===== src/rtl/uart_tx_scheduler.sv =====
// Round-robin scheduler that shares one UART serializer between three BCD message
// requesters, sending each message as ASCII digits (MSD first) with an optional CR.
module uart_tx_scheduler #(
    parameter bit APPEND_CR     = 1'b1,
    parameter int START_TIMEOUT = 16
) (
    input  logic        clk,
    input  logic        reset,
    input  logic [2:0]  req,
    input  logic [11:0] req_len,
    input  logic [95:0] req_digits,
    output logic [2:0]  grant,
    output logic [2:0]  done,
    output logic        busy,
    output logic        tx_start,
    output logic [7:0]  tx_data,
    input  logic        tx_busy
);

    typedef enum logic [2:0] {
        IDLE,
        LOAD,
        ISSUE,
        WAIT_HI,
        WAIT_LO,
        NEXT,
        DONE
    } state_t;

    localparam logic [7:0] TIMEOUT_LOAD = 8'(START_TIMEOUT);

    state_t      state, state_n;
    logic [1:0]  win, win_n;
    logic [1:0]  last, last_n;
    logic [1:0]  pick;
    logic [31:0] digits, digits_n;
    logic [31:0] sel_digits;
    logic [3:0]  sel_len, len_c;
    logic [3:0]  idx, idx_n, idx_inc;
    logic [7:0]  cnt, cnt_n;
    logic [7:0]  tx_data_q, tx_data_n;
    logic [2:0]  win_onehot;

    // Digit 7 sits in the low nibble, so digit i is found 4*i bits below the top.
    function automatic logic [7:0] ascii_byte(input logic [31:0] d, input logic [3:0] i);
        logic [3:0] nib;
        nib = 4'd0;
        case (i[2:0])
            3'd0: nib = d[31:28];
            3'd1: nib = d[27:24];
            3'd2: nib = d[23:20];
            3'd3: nib = d[19:16];
            3'd4: nib = d[15:12];
            3'd5: nib = d[11:8];
            3'd6: nib = d[7:4];
            default: nib = d[3:0];
        endcase
        ascii_byte = i[3] ? 8'h0D : {4'b0011, nib};
    endfunction

    // Round-robin search starts at the requester after the last one served.
    always_comb begin
        pick = 2'd0;
        case (last)
            2'd0:    pick = req[1] ? 2'd1 : (req[2] ? 2'd2 : 2'd0);
            2'd1:    pick = req[2] ? 2'd2 : (req[0] ? 2'd0 : 2'd1);
            default: pick = req[0] ? 2'd0 : (req[1] ? 2'd1 : 2'd2);
        endcase
    end

    always_comb begin
        sel_digits = 32'd0;
        sel_len    = 4'd0;
        case (win)
            2'd0: begin
                sel_digits = req_digits[31:0];
                sel_len    = req_len[3:0];
            end
            2'd1: begin
                sel_digits = req_digits[63:32];
                sel_len    = req_len[7:4];
            end
            2'd2: begin
                sel_digits = req_digits[95:64];
                sel_len    = req_len[11:8];
            end
            default: begin
                sel_digits = 32'd0;
                sel_len    = 4'd0;
            end
        endcase
        len_c = (sel_len > 4'd8) ? 4'd8 : sel_len;
    end

    assign idx_inc    = idx + 4'd1;
    assign win_onehot = 3'b001 << win;

    always_ff @(posedge clk or negedge reset) begin
        if (!reset) begin
            state     <= IDLE;
            win       <= 2'd0;
            last      <= 2'd2;
            digits    <= 32'd0;
            idx       <= 4'd0;
            cnt       <= 8'd0;
            tx_data_q <= 8'h00;
        end else begin
            state     <= state_n;
            win       <= win_n;
            last      <= last_n;
            digits    <= digits_n;
            idx       <= idx_n;
            cnt       <= cnt_n;
            tx_data_q <= tx_data_n;
        end
    end

    // tx_data is loaded on entry to ISSUE so it is valid with the start pulse and
    // holds until the next one.
    always_comb begin
        state_n   = state;
        win_n     = win;
        last_n    = last;
        digits_n  = digits;
        idx_n     = idx;
        cnt_n     = cnt;
        tx_data_n = tx_data_q;
        case (state)
            IDLE: begin
                if (|req) begin
                    win_n   = pick;
                    state_n = LOAD;
                end
            end
            LOAD: begin
                digits_n = sel_digits;
                idx_n    = 4'd8 - len_c;
                last_n   = win;
                if ((len_c == 4'd0) && !APPEND_CR) begin
                    state_n = DONE;
                end else begin
                    tx_data_n = ascii_byte(sel_digits, 4'd8 - len_c);
                    state_n   = ISSUE;
                end
            end
            ISSUE: begin
                cnt_n   = TIMEOUT_LOAD;
                state_n = WAIT_HI;
            end
            WAIT_HI: begin
                if (tx_busy) begin
                    state_n = WAIT_LO;
                end else if (cnt <= 8'd1) begin
                    state_n = NEXT;
                end else begin
                    cnt_n = cnt - 8'd1;
                end
            end
            WAIT_LO: begin
                if (!tx_busy) begin
                    state_n = NEXT;
                end
            end
            NEXT: begin
                idx_n = idx_inc;
                if ((idx_inc < 4'd8) || ((idx_inc == 4'd8) && APPEND_CR)) begin
                    tx_data_n = ascii_byte(digits, idx_inc);
                    state_n   = ISSUE;
                end else begin
                    state_n = DONE;
                end
            end
            DONE: begin
                state_n = IDLE;
            end
            default: begin
                state_n = IDLE;
            end
        endcase
    end

    assign busy     = (state != IDLE);
    assign tx_start = (state == ISSUE);
    assign tx_data  = tx_data_q;
    assign grant    = ((state != IDLE) && (state != DONE)) ? win_onehot : 3'b000;
    assign done     = (state == DONE) ? win_onehot : 3'b000;

endmodule


===== config.mk =====
export PLATFORM = sky130hd
export DESIGN_NAME = uart_tx_scheduler
export DESIGN_NICKNAME = d
export VERILOG_FILES = /design/src/rtl/uart_tx_scheduler.sv
export SDC_FILE = /design/constraint.sdc
export NUM_CORES = 1
export LEC_CHECK = 0
export BUFFER_PORTS_ARGS = -buffer_cell sky130_fd_sc_hd__buf_2
export CAP_MARGIN = 10
export CORE_AREA = 2 2 90 92
export CTS_BUF_LIST = sky130_fd_sc_hd__clkbuf_4
export DETAILED_ROUTE_END_ITERATION = 6
export DIE_AREA = 0 0 92 94
export PLACE_DENSITY = 0.91
export SLEW_MARGIN = 5
export SYNTH_ARGS = -nofsm -noshare
export SYNTH_HDL_FRONTEND = slang
export SYNTH_SLANG_ARGS = --single-unit

===== constraint.sdc =====
create_clock -name clk -period 7.6 [get_ports clk]
set_clock_uncertainty 0.2 [all_clocks]
set_input_delay 1.52 -clock clk [delete_from_list [all_inputs] [get_ports clk]]
set_output_delay 1.52 -clock clk [all_outputs]
set_load 0.03 [all_outputs]

[Yosys cells after proc, flatten, opt, wreduce, memory -nomap -nowiden]
Cells that the tools add are included.
Word-level totals
  RAM bits: 0
  memories kept: 0
  bits of input ports: 114
  ROM bits: 0
  output and inout port bits: 16
  bits in registers: 59
  word-level logic and storage cells: 86
  latch bits: 0
Cells by class
  divide/modulo/power cells: 0
  shifts and indexed selects: 1
  magnitude comparators: 3
  add/sub/neg operators: 3
  bitwise logic cells: 0
  reductions and logical operators: 15
  multipliers: 0
  eq/ne operators: 29
  muxes and demuxes: 28
Operators by type and width (count)
  32-bit case mux with 3 select lines: 1
  4-bit case mux with 7 select lines: 2
  8-bit case mux with 2 select lines: 2
  3-bit == test (second input constant): 9
  8-bit two-way mux: 3
  3-bit two-way mux: 7
  3-bit by 2-bit == test with 1-bit output (second input constant): 6
  3-bit case mux with 6 select lines: 1
  6-bit two-way mux: 2
  4-bit case mux with 3 select lines: 1
  2-bit two-way mux: 5
  2-bit != test (second input constant): 5
  3-bit by 1-bit == test with 1-bit output (second input constant): 3
  3-bit zero test: 3
  8-bit by 1-bit less-or-equal comparator with 1-bit output (second input constant): 1
  4-bit case mux with 2 select lines: 1
  8-bit by 1-bit subtractor with 8-bit output (second input constant): 1
  3-bit != test (second input constant): 2
  3-bit AND reduction: 2
  4-bit by 1-bit adder with 4-bit output (second input constant): 1
  2-bit by 1-bit == test with 1-bit output (second input constant): 2
  4-bit == test (second input constant): 1
  4-bit greater-than comparator (second input constant): 1
  2-bit zero test: 2
  13 further kinds: 15

[Depth between registers and ports, before layout]
  word-level depth: 9
  depth in mapped cells: 14
  mapped depth without buffers: 11

[Worst setup path before layout]
OpenSTA, ideal clock, no wires.
  path type: in2reg
  start point: input port req_len[7]
  end point: register tx_data_q[0] (netlist: tx_data[0])
  path buffers: 0
  data arrival time: 3210 ps
  cell stages on the path: 7
  setup time: 125 ps
  data required time: 7275 ps
  path slack: 4065 ps
  cell sequence: nor2_1 -> a31oi_1 -> ha_1 -> xnor2_1 -> o2111ai_1 -> a211oi_1 -> o31ai_1
Between the ends
  longest elaborated chain between the ends: 8
  elaborated cells on any way between the ends: 14
  classes of those cells: 1 x add/sub; 1 x order compare; 6 x eq/ne; 5 x mux; 1 x reduce/logical
RTL lines
  start, declared: RTL line 10  | input logic [11:0] req_len,
  4-bit case mux with 3 select lines *: RTL line 74  | case (win)
  4-bit greater-than comparator: RTL line 92  | len_c = (sel_len > 4'd8) ? 4'd8 : sel_len;
  4-bit two-way mux *: RTL line 92
  4-bit subtractor *: RTL line 142  | tx_data_n = ascii_byte(sel_digits, 4'd8 - len_c);
  3-bit == test (tied with other cells): RTL line 48  | case (i[2:0])
  4-bit case mux with 7 select lines: RTL line 48
  6-bit two-way mux *: RTL line 58  | ascii_byte = i[3] ? 8'h0D : {4'b0011, nib};
  8-bit case mux with 2 select lines *: RTL line 128  | case (state)
  end signal, assigned: RTL line 114  | tx_data_q <= tx_data_n;
  end, declared: RTL line 41  | logic [7:0] tx_data_q, tx_data_n;
Mark *: on every way between the ends. The rest lies on a longest branch, timed or not.
A chain may end at the register's enable or synchronous reset.

[Final worst setup path]
  start point: register win[1]
  end point: output port grant[1]
Between the ends
  longest elaborated chain between the ends: 2
RTL lines
  start, declared: RTL line 33  | logic [1:0] win, win_n;
  start signal, assigned: RTL line 109  | win <= win_n;
  1-bit by 2-bit << shifter with 3-bit output: RTL line 96  | assign win_onehot = 3'b001 << win;
  3-bit two-way mux: RTL line 185  | assign grant = ((state != IDLE) && (state != DONE)) ? win_onehot : 3'b000;
  end, declared: RTL line 12  | output logic [2:0] grant,
No other way between the ends.

==> run metrics <==
Finished Layout Cells=645; Synth Flop Type=dfrtp_1; adder-cell share of the synthesized area=4.61%; clock net sink count=56; commonest cells in the netlist=dfrtp_1, nor2_1, mux2i_1, nand2_1, mux2_2; Max VDD drop=0.000303 V; Tmin final=3.92 ns; P_int=0.000970 W; max-slew violation count=0; Nets=671; Hold Crit Depth=1; vias in the first global route=3749; Port Buffers=127; Die X-Extent=92 um; first-pass GRT wire length=17400 um; max frequency=0.255 GHz; Lkg Pwr=2.20 nW; post-synth top area cell=dfrtp_1; area fraction in compound gates after synthesis=18.8%; setup bufs post-CTS=0; WS Path Type=reg -> out; reg-to-reg endpoint=tx_data[3]; sum of negative setup slack=0 ns; Final Hold Vio Count=0; antenna viol nets, final=0; H-tree levels=2; Post-Synth XOR/XNOR Area=2.12%; mux cell area share after synthesis=18.0%; hpwl dp=8200 um; Worst Hold End=digits[10]; # IOs=130; element type at the critical path start=register; die area=8650 um^2; P_sw=0.000898 W; Starting Density=53.5%; GRT Total Usage=25.2%; vias per cell=5.87; Design Area, Final=4780 um^2; root buffer cell=clkbuf_4; drt initial violations=218; Mean Syn Cell Area=9.40 um^2; Layout area overhead=17.5%; clock-pin slew on the worst setup and hold paths=0.16 ns; worst hold start=digits[10]; CTS resizes=0; Synth area leaders=dfrtp_1, mux2_2, mux2i_1; YS warnings=0; post-synthesis sequential area ratio=34.5%; Yosys top cell area share=33.8%; fin crit share=51.6%; Pwr Total=0.00187 W; count leader, synth=dfrtp_1; Clk network pwr share=6.9%; Placed Area=4720 um^2; Hold Path Class=reg -> reg; number of fillers in the final layout=640; switch share=48.1%; sequential share of power=30.1%; CTS buffer count=5; Slew @ Worst Pin=0.692 ns; placed instance count=637; CP arrival=2.20 ns; crit-path max FO=51; simple-gate share of the synthesized area=16.9%; DRC errors left=0; WL final=10700 um; hold bufs inserted after CTS=0; RR Startpoint=win[0]; RSZ-0062 raised after global routing=no; Register Area=1410 um^2; Bufs on Longest Clock Path=2; share of cells above drive strength 1=34.4%; DR pass1 iterations=5; Max-slew headroom=53.5%; CTS tree=done; outcome=finished, final reports clean; number of flops mapped to enable cells by yosys=0; Synth Instances=433; count of final setup violators=0; core area=7610 um^2; crit path capture type=output port; largest net degree at the start of global routing=57; ys async rst share=100%; Reg2Reg Depth=7; clock latency on the worst-skew pair=0.38 ns; Mapped Area=4070 um^2; gp weighted congestion=0.956; Overflow after GRT=0; multi-input logic area=2470 um^2; combinational fraction of design power=63.0%; P per Cell Area=391 nW/um^2; largest family of logic cells by synthesized area=compound AO/OA/AOI/OAI gates; post-synthesis register bit count=56; Rows=32; Max Cap Viol=0; die height=94 um; total number of vias=3784; Distinct cells, synth=62; antenna violations before repair=0; Worst Hold Slack=0.326 ns; DR WL/cell=16.6 um; FF-to-FF setup slack=4.56 ns; worst path required time=5.88 ns; Antenna Cells=0
[how the worst max path moves through the flow]
stage / start / cells past startpoint / slack [ns] / to
floorplan: req_len[7] / 7 / 4.07 / tx_data[0]
global placement: req_len[7] / 8 / 3.74 / tx_data[0]
detailed placement: req_len[11] / 10 / 3.55 / tx_data[0]
CTS: win[1] / 5 / 3.66 / grant[1]
global route: win[1] / 5 / 3.51 / grant[1]
finish: win[1] / 5 / 3.68 / grant[1]
[through the flow]
stage               util (%)  setup slack, ns
finish                  62.8             3.68
global route            62.8             3.51
CTS                     62.8             3.66
detailed placement      62.1             3.55
global placement        62.1             3.74
floorplan                  -             4.07
[worst max-delay path, cell delays in order, from the launching register on]
cell     delay (ns)
dfrtp_2        0.54
buf_4          0.56
inv_1          0.32
nand2_1        0.16
nor2_1         0.05
buf_2          0.18
[placed cells by master (no fill, tap or decap), types with 3 or more instances in the layout]
cell type / count
nand2_1: 35
or3_1: 3
dfrtp_1: 53
inv_1: 16
nand3b_1: 19
a211oi_1: 5
nand3_1: 10
o2bb2ai_1: 8
a222oi_1: 3
a31oi_1: 3
xnor2_1: 6
nor4_1: 3
a221oi_1: 3
nor2_1: 36
a21oi_1: 20
nand2b_1: 3
o31ai_1: 3
mux2_2: 33
nor2b_1: 3
a22oi_1: 9
a22o_1: 4
buf_4: 4
mux2i_1: 36
ha_1: 15
o21ai_1: 3
nor3_1: 4
buf_2: 127
nor3b_1: 3
clkbuf_4: 5
o21ai_0: 26
[sequential cells by signal (all words and copies together) (netlist names)]
register  flops
tx_data       5
digits       32
state         3
cnt           8
last          2
win           2
idx           4
[power groups by stage]
stage	Clock, W	Sequential, W	Combinational [W]
6_report	0.000129	0.000562	0.00118
4_1_cts	0.000133	0.000561	0.00117
5_1_grt	0.000145	0.000582	0.00128
3_3_place_gp	0	0.000555	0.00113
3_5_place_dp	0	0.000568	0.00117
2_1_floorplan	0	0.000539	0.000911
[kinds of logic (layout without fill, tap and decap cells)]
| group | after synthesis | count (layout) |
|---|---|---|
| other | 1 | 2 |
| buffers and inverters | 46 | 155 |
| and+or+nand+nor | 130 | 130 |
| xor gates and xnor gates | 9 | 9 |
| DFF | 56 | 56 |
| AOI/OAI and AO/OA | 107 | 107 |
| adders and majority gates | 15 | 15 |
| muxes | 69 | 69 |
[area by class of cell]
type | count | area share [%]
tap | 102 | 2.67
inverter | 16 | 1.26
multi-input combinational | 332 | 51.6
timing repair buffer | 131 | 13.9
clock buffer | 5 | 0.785
sequential | 56 | 29.4
clock inverter | 3 | 0.393
[layer usage]
metal,part of all wire [%],global-route usage [%],vias to the layer above
li1,-,-,1799
met1,40,30.7,1775
met2,48,44.1,178
met3,8.6,4.49,32
met4,3.0,10.4,0
met5,0,0,-
(Power assumes the default switching activity.)
